`config.mk`:
```
export PLATFORM = sky130hd
export DESIGN_NAME = dsp48a1_mac_ctrl
export DESIGN_NICKNAME = d
export VERILOG_FILES = /design/src/rtl/dsp_mac_pkg.sv /design/src/rtl/dsp_mac_vpipe.sv /design/src/rtl/dsp48a1_mac_ctrl.sv
export SDC_FILE = /design/constraint.sdc
export NUM_CORES = 1
export LEC_CHECK = 0
export ABC_AREA = 1
export BUFFER_PORTS_ARGS = -buffer_cell sky130_fd_sc_hd__buf_2
export CAP_MARGIN = 30
export CORE_ASPECT_RATIO = 0.5
export CORE_MARGIN = 3
export CORE_UTILIZATION = 39
export DETAILED_ROUTE_END_ITERATION = 7
export PLACE_DENSITY = 0.78
export SKIP_LAST_GASP = 1
export SLEW_MARGIN = 20
export SYNTH_ARGS = -nofsm -noshare
export SYNTH_HDL_FRONTEND = slang
export SYNTH_HIERARCHICAL = 1
export SYNTH_SLANG_ARGS = --single-unit
```
`constraint.sdc`:
```
create_clock -name CLK -period 1.8 [get_ports CLK]
set_clock_uncertainty 0.05 [all_clocks]
set_input_delay 0.27 -clock CLK [delete_from_list [all_inputs] [get_ports CLK]]
set_output_delay 0.27 -clock CLK [all_outputs]
set_load 0.02 [all_outputs]
```
`src/rtl/dsp_mac_pkg.sv`:
```
`default_nettype none
// ============================================================================
// Module      : dsp_mac_pkg
// Description : Shared types and constants for the DSP48A1 MAC controller.
// Revision    : 1.0 - initial release
// ============================================================================
package dsp_mac_pkg;

   localparam int DSP_LAT = 3;

   // OPMODE: X mux in [1:0], Z mux in [3:2]; pre-adder and subtract bits stay 0
   localparam logic [7:0] OPM_FIRST = 8'h01;
   localparam logic [7:0] OPM_ACC   = 8'h09;

   typedef enum logic [1:0] {
      ST_IDLE  = 2'd0,
      ST_ACCUM = 2'd1,
      ST_DRAIN = 2'd2,
      ST_DONE  = 2'd3
   } state_t;

endpackage : dsp_mac_pkg
`default_nettype wire

```
`src/rtl/dsp_mac_vpipe.sv`:
```
`default_nettype none
// ============================================================================
// Module      : dsp_mac_vpipe
// Description : Beat-valid delay line and first-term flag aligned to the DSP
//               register stages.
// Revision    : 1.0 - initial release
// ============================================================================
module dsp_mac_vpipe #(
   parameter int DEPTH = 3
) (
   input  logic             clk,
   input  logic             rst,
   input  logic             i_vld,
   input  logic             i_first,
   output logic [DEPTH-1:0] o_vld,
   output logic             o_first
);

   logic [DEPTH-1:1] r_vld;
   logic             r_first;

   always_ff @(posedge clk) begin
      if (rst) begin
         r_vld   <= '0;
         r_first <= 1'b0;
      end else begin
         r_vld[1] <= i_vld;
         for (int k = 2; k < DEPTH; k++) begin
            r_vld[k] <= r_vld[k-1];
         end
         r_first <= i_vld & i_first;
      end
   end

   // stage0 is the beat cycle itself, so it is passed through unregistered
   assign o_vld   = {r_vld, i_vld};
   assign o_first = r_first;

endmodule : dsp_mac_vpipe
`default_nettype wire

```
`src/rtl/dsp48a1_mac_ctrl.sv`:
```
`default_nettype none
// ============================================================================
// Module      : dsp48a1_mac_ctrl
// Description : Streams signed operand pairs into an external DSP48A1 and
//               returns the accumulated dot product.
// Revision    : 1.0 - initial release
// ============================================================================
module dsp48a1_mac_ctrl #(
   parameter int LEN_W   = 8,
   parameter int DSP_LAT = dsp_mac_pkg::DSP_LAT
) (
   input  logic             CLK,
   input  logic             RST,
   input  logic             start,
   input  logic [LEN_W-1:0] len,
   input  logic             s_valid,
   output logic             s_ready,
   input  logic [17:0]      s_a,
   input  logic [17:0]      s_b,
   output logic             m_valid,
   input  logic             m_ready,
   output logic [47:0]      m_result,
   output logic             m_carry,
   output logic [17:0]      dsp_a,
   output logic [17:0]      dsp_b,
   output logic [47:0]      dsp_c,
   output logic [17:0]      dsp_d,
   output logic             dsp_carryin,
   output logic [7:0]       dsp_opmode,
   output logic             dsp_cea,
   output logic             dsp_ceb,
   output logic             dsp_cem,
   output logic             dsp_cep,
   output logic             dsp_ceopmode,
   output logic             dsp_rst,
   input  logic [47:0]      dsp_p,
   input  logic             dsp_carryout
);

   import dsp_mac_pkg::*;

   state_t             r_state;
   logic [LEN_W-1:0]   r_rem;
   logic               r_first;
   logic [47:0]        r_result;
   logic               r_carry;
   logic               r_pupd;
   logic               w_beat;
   logic [DSP_LAT-1:0] w_v;
   logic               w_f1;
   logic               w_busy;

   // Outputs are gated by RST so they read as reset values from the first
   // cycle RST is seen, before the state registers have been cleared.
   assign s_ready = (r_state == ST_ACCUM) && !RST;
   assign w_beat  = s_ready && s_valid;
   assign w_busy  = |w_v[DSP_LAT-1:1];

   dsp_mac_vpipe #(
      .DEPTH   (DSP_LAT)
   ) u_vpipe (
      .clk     (CLK),
      .rst     (RST),
      .i_vld   (w_beat),
      .i_first (r_first),
      .o_vld   (w_v),
      .o_first (w_f1)
   );

   assign dsp_a        = w_beat ? s_a : 18'd0;
   assign dsp_b        = w_beat ? s_b : 18'd0;
   assign dsp_cea      = w_v[0];
   assign dsp_ceb      = w_v[0];
   assign dsp_cem      = w_v[1] && !RST;
   assign dsp_ceopmode = w_v[1] && !RST;
   assign dsp_cep      = w_v[DSP_LAT-1] && !RST;
   assign dsp_opmode   = (w_v[1] && !RST) ? (w_f1 ? OPM_FIRST : OPM_ACC) : 8'h00;
   assign dsp_c        = 48'd0;
   assign dsp_d        = 18'd0;
   assign dsp_carryin  = 1'b0;
   assign dsp_rst      = RST;

   assign m_valid  = (r_state == ST_DONE) && !RST;
   assign m_result = RST ? 48'd0 : r_result;
   assign m_carry  = r_carry && !RST;

   always_ff @(posedge CLK) begin
      if (RST) begin
         r_state  <= ST_IDLE;
         r_rem    <= '0;
         r_first  <= 1'b0;
         r_result <= 48'd0;
         r_carry  <= 1'b0;
         r_pupd   <= 1'b0;
      end else begin
         // CARRYOUT is valid the cycle after each P register update
         r_pupd <= w_v[DSP_LAT-1];
         if (r_pupd) begin
            r_carry <= r_carry | dsp_carryout;
         end
         case (r_state)
            ST_IDLE: begin
               if (start) begin
                  r_carry <= 1'b0;
                  if (len != '0) begin
                     r_rem   <= len;
                     r_first <= 1'b1;
                     r_state <= ST_ACCUM;
                  end else begin
                     r_result <= 48'd0;
                     r_state  <= ST_DONE;
                  end
               end
            end
            ST_ACCUM: begin
               if (w_beat) begin
                  r_rem   <= r_rem - LEN_W'(1);
                  r_first <= 1'b0;
                  if (r_rem == LEN_W'(1)) begin
                     r_state <= ST_DRAIN;
                  end
               end
            end
            ST_DRAIN: begin
               if (!w_busy) begin
                  r_result <= dsp_p;
                  r_state  <= ST_DONE;
               end
            end
            ST_DONE: begin
               if (m_ready) begin
                  r_state <= ST_IDLE;
               end
            end
            default: r_state <= ST_IDLE;
         endcase
      end
   end

endmodule : dsp48a1_mac_ctrl
`default_nettype wire

```
; ---- Yosys cells after proc, flatten, opt, wreduce, memory -nomap -nowiden
; Cells that the tools add are included.
[op_classes]
magnitude_cmp = 0
n_eq_ne = 11
reduce_logical = 15
div = 0
muxes = 27
mul = 0
shift = 0
bitwise = 2
add_sub_neg = 1
[op_table]
columns = operator, count
row1 = two-way mux 48 bit, 4
row2 = case mux 48 bit (2 select lines), 1
row3 = two-way mux 18 bit, 2
row4 = two-way mux 8 bit, 3
row5 = case mux 8 bit (2 select lines), 1
row6 = two-way mux 2 bit, 6
row7 = "inequality test 2 bit, second input constant", 5
row8 = "== test 8 x 1 -> 1 bit, second input constant", 1
row9 = two-way mux 4 bit, 2
row10 = case mux 2 bit (4 select lines), 1
row11 = AND reduction 4 bit, 2
row12 = nonzero test 8 bit, 1
row13 = "subtractor 8 x 1 -> 8 bit, second input constant", 1
row14 = logical AND 1 bit, 6
row15 = two-way mux 1 bit, 6
row16 = AND reduction 5 bit, 1
row17 = "== test 2 bit, second input constant", 2
row18 = "inequality test 2 x 1 -> 1 bit, second input constant", 2
row19 = nonzero test 2 bit, 2
row20 = "== test 2 x 1 -> 1 bit, second input constant", 1
row21 = zero test 2 bit, 1
row22 = case mux 1 bit (2 select lines), 1
row23 = OR reduction 2 bit, 1
row24 = bitwise AND 1 bit, 1
row25 = 2 further kinds, 2
[totals]
n_memories = 0
ram_bits = 0
latchBits = 0
wordCells = 64
regBits = 64
rom_bits = 0

; ---- Logic depth before layout (Yosys ltp)
[logic_depth]
depth_word = 5
mapped_depth = 11
ltp_nobuf = 10

; ---- Modules after synthesis
; The synthesis kept the hierarchy.
[modules_own_cells]
columns = mod, n_inst, seq_area_each_um2, area_each_um2, cells_each
row1 = dsp48a1_mac_ctrl, 1, 1221.2, 3946.3, 635
row2 = dsp_mac_vpipe, 1, 60.1, 92.6, 10

; ---- Worst setup path after synthesis
; No wires, ideal clock.
[synth_path]
kind = reg-to-output
startpoint = register r_state[1]
endpoint = output dsp_ceb
slack_ps = -106
stages_incl_launch_ff = 10
t_arrival_ps = 1586
cell_sequence = dfxtp_1 -> inv_1 -> ha_1 -> buf_2 -> nand3_1 -> buf_2 -> buf_2 -> inv_1 -> buf_4 -> buf_4
[synth_via]
elab_chain_cells = 3
[synth_rtl]
columns = item, line_no
row1 = from (decl), dsp48a1_mac_ctrl.sv:42  ; state_t r_state;
row2 = from (signal assigned), dsp48a1_mac_ctrl.sv:89  ; r_state <= ST_IDLE;
row3 = from (signal assigned), dsp48a1_mac_ctrl.sv:108  ; r_state <= ST_ACCUM;
row4 = from (signal assigned), dsp48a1_mac_ctrl.sv:111  ; r_state <= ST_DONE;
row5 = == test 2 x 1 -> 1 bit, dsp48a1_mac_ctrl.sv:55  ; assign s_ready = (r_state == ST_ACCUM) && !RST;
row6 = logical AND 1 bit, dsp48a1_mac_ctrl.sv:55
row7 = logical AND 1 bit, dsp48a1_mac_ctrl.sv:56  ; assign w_beat = s_ready && s_valid;
row8 = to (decl), dsp48a1_mac_ctrl.sv:31  ; output logic dsp_ceb,
; No other way between the ends.

; ---- Worst setup path in the final report
[layout_path]
startpoint = register r_state[1]
endpoint = output dsp_a[13]
[layout_via]
elab_chain_cells = 4
[layout_rtl]
columns = item, line_no
row1 = == test 2 x 1 -> 1 bit, dsp48a1_mac_ctrl.sv:55
row2 = logical AND 1 bit, dsp48a1_mac_ctrl.sv:55
row3 = logical AND 1 bit, dsp48a1_mac_ctrl.sv:56
row4 = two-way mux 18 bit, dsp48a1_mac_ctrl.sv:70  ; assign dsp_a = w_beat ? s_a : 18'd0;
row5 = to (decl), dsp48a1_mac_ctrl.sv:24  ; output logic [17:0] dsp_a,
; No other way between the ends.

==> metrics.yaml <==
outcome: "complete, but fails checks"
violations: "negative setup slack"
period_share_pct: 101
die_h_um: 78.0
grt_use_total_pct: 17.7
firstDrtPassIters: 4
start_util_pct: 41.4
crit_arrival_ns: 1.49
synth_edf_count: 0
synth_area_leaders: "dfxtp_1 (32%), buf_4 (14%), nand2_1 (13%)"
cts_hold_buf: 0
r2r_end: "r_result[9]"
path_clk_slew_ns: 0.06
clock.fmax_ghz: 0.552
worst_r2r_startpoint: "r_state[1]"
drc: 0
grt_pass1_wl_mm: 16.8
die_w_um: 150
holdWs_ns: 0.138
nets: 934
hold_class: "input pin to flop"
clock_latency_ns: 0.33
final_design_area_no_fill_um2: 5430
synth_top_area_share_pct: 31.7
drt.antenna.violating_nets: 0
globalplace.congestion: 0.856
grt_start_max_net_pins: 75
finalMaxSlewViolations: 0
htree_levels: 3
min_period_ns: 1.81
dieArea_um2: 11700
synth-main-ff-cell: "dfxtp_1"
std_cell_rows: 25
wirelength_mm: 11.6
cts_buffers: 9
ff2ff_path_depth: 10
async_reset_ff_share_pct: 0
hold_viol: 0
syn_area_um2: 4040
min_to: "r_result[14]"
hold_start: "dsp_p[14]"
synthCells: 645
p_leak_nw: 2.86
synth_common_cells: "nand2_1 (136), nor2_1 (126), inv_1 (105)"
io_buffers: 192
endpoint_kind: "primary output"
n_antenna_cell: 0
crit_required_ns: 1.48
antenna_found_initial: 0
criticalPathCategory: "flop to primary output"
area_growth_syn_to_layout_pct: 34.3
grt_pass1_vias: 3588
routedWlPerCell_um: 12.0
start_kind: "flop"
setup_slack_ns: -0.0108
drive_gt1_share_pct: 30.2
synth-seq-cells: 64
numClockSinks: 64
cts_tree: "yes"
gr-total-overflow: 0
synth_top_area_cell: "dfxtp_1"
core_um2: 9760
drt-vias-per-instance: 4.26
synth_cell_type_count: 27
ys_seq_area_share_pct: 31.7
hpwl_mm: 8.23
clk_path_buf_depth: 2
dr_total_vias: 4124
ios: 266
ir_drop_mv: 0.554
dp_slack_ns: 0.0405
rsz0062_at_grt: "true"
hold_depth: 3
cts_root_buffer: "clkbuf_16"
ys_warn_count: 6
syn_avg_cell_area_um2: 6.26
power_per_cell_area_nw_per_um2: 1100
critPathMaxFanout: 19
maxCapViolCount: 0
rrSetupSlack_ns: 0.07
finalSetupViolCount: 2
yosysMostFrequentCell: "nand2_1"
drt_iter0_markers: 235
place_area_um2: 4780
==> critical path, stage by stage, from the launching register on <==
cell     delay (ns)
dfxtp_2        0.33
inv_2          0.08
ha_4           0.15
nand3_4        0.11
buf_12         0.18
nor2_1         0.13
buf_4          0.16
==> cells in the final DEF, fill, tap and decap left out, types with 2 or more instances in the layout <==
cell type,count
a21oi_1,4
buf_12,4
buf_2,157
buf_4,42
buf_6,2
bufinv_16,2
clkbuf_16,12
clkinvlp_4,3
conb_1,73
dfxtp_1,62
ha_1,5
inv_1,103
inv_2,3
nand2_1,136
nand3_1,20
nand3_4,2
nand4_1,4
nor2_1,117
nor2_2,10
nor2_4,2
nor3_1,2
o21ai_0,18
o21ai_1,36
o21ai_2,2
==> state kept, by name (all words and copies together), names as in the netlist <==
register         cells
r_state              2
r_carry              1
r_first              1
r_rem                8
r_pupd               1
u_vpipe/o_first      1
r_result            48
u_vpipe/r_vld        2
==> per-stage QoR <==
stage	power (mW)	cells	TNS, ns	util, %
after floorplan	3.36	717	0	-
after global placement	3.58	947	0	49.0
after detailed placement	3.63	947	0	49.0
after CTS	5.63	965	-0.0143	53.7
after global routing	6.31	969	-0.555	55.6
final	5.94	969	-0.0178	55.6
==> logic make-up (layout without fill, tap and decap cells) <==
kind of cell	after synthesis	count (layout)	synth area share, %
other	1	73	0.0928
adders and majority gates	7	7	2.17
DFF	64	64	31.7
AOI/OAI and AO/OA	63	63	8.09
and+or+nand+nor	295	295	29.0
buffers and inverters	215	332	29.0
==> cell type report <==
cell class              instances  area, um2
inverters                     107        404
multi-input cells             438       1930
fillers                       921       4330
clock buffers                  10        239
clock inverters                 6       91.3
well taps                     135        169
flip-flops and latches         64       1290
repair buffers                209       1310
==> repair_timing <==
item | 4_1_cts | 5_1_grt
buffers inserted | 1 | 0
endpoints found under the setup margin | 39 | 94
cloned | 1 | 4
resized for setup | 32 | 35
==> worst max path at each step <==
| stage | startpoint | end | cells after the start |
|---|---|---|---|
| 2_1_floorplan | r_state[1] | dsp_ceb | 9 |
| 3_3_place_gp | r_state[1] | dsp_b[8] | 6 |
| 3_5_place_dp | r_state[0] | r_rem[3] | 8 |
| 4_1_cts | r_state[1] | dsp_b[9] | 6 |
| 5_1_grt | r_state[1] | dsp_a[13] | 6 |
| 6_report | r_state[1] | dsp_a[13] | 6 |
==> report_power, final <==
part | leakage (nW) | internal, mW | switching [mW] | total, mW
Combinational | 2.19 | 0.840 | 1.53 | 2.37
Clock | 0.151 | 1.25 | 0.648 | 1.90
Sequential | 0.520 | 1.58 | 0.0975 | 1.68
Total | 2.86 | 3.67 | 2.27 | 5.94
==> layer usage <==
layer | global-route usage [%] | part of all wire (%)
met5 | 0 | 0
met1 | 20.1 | 41
met3 | 4.78 | 7.3
met4 | 5.84 | 1.4
met2 | 32.2 | 51
(Power assumes the default switching activity.)
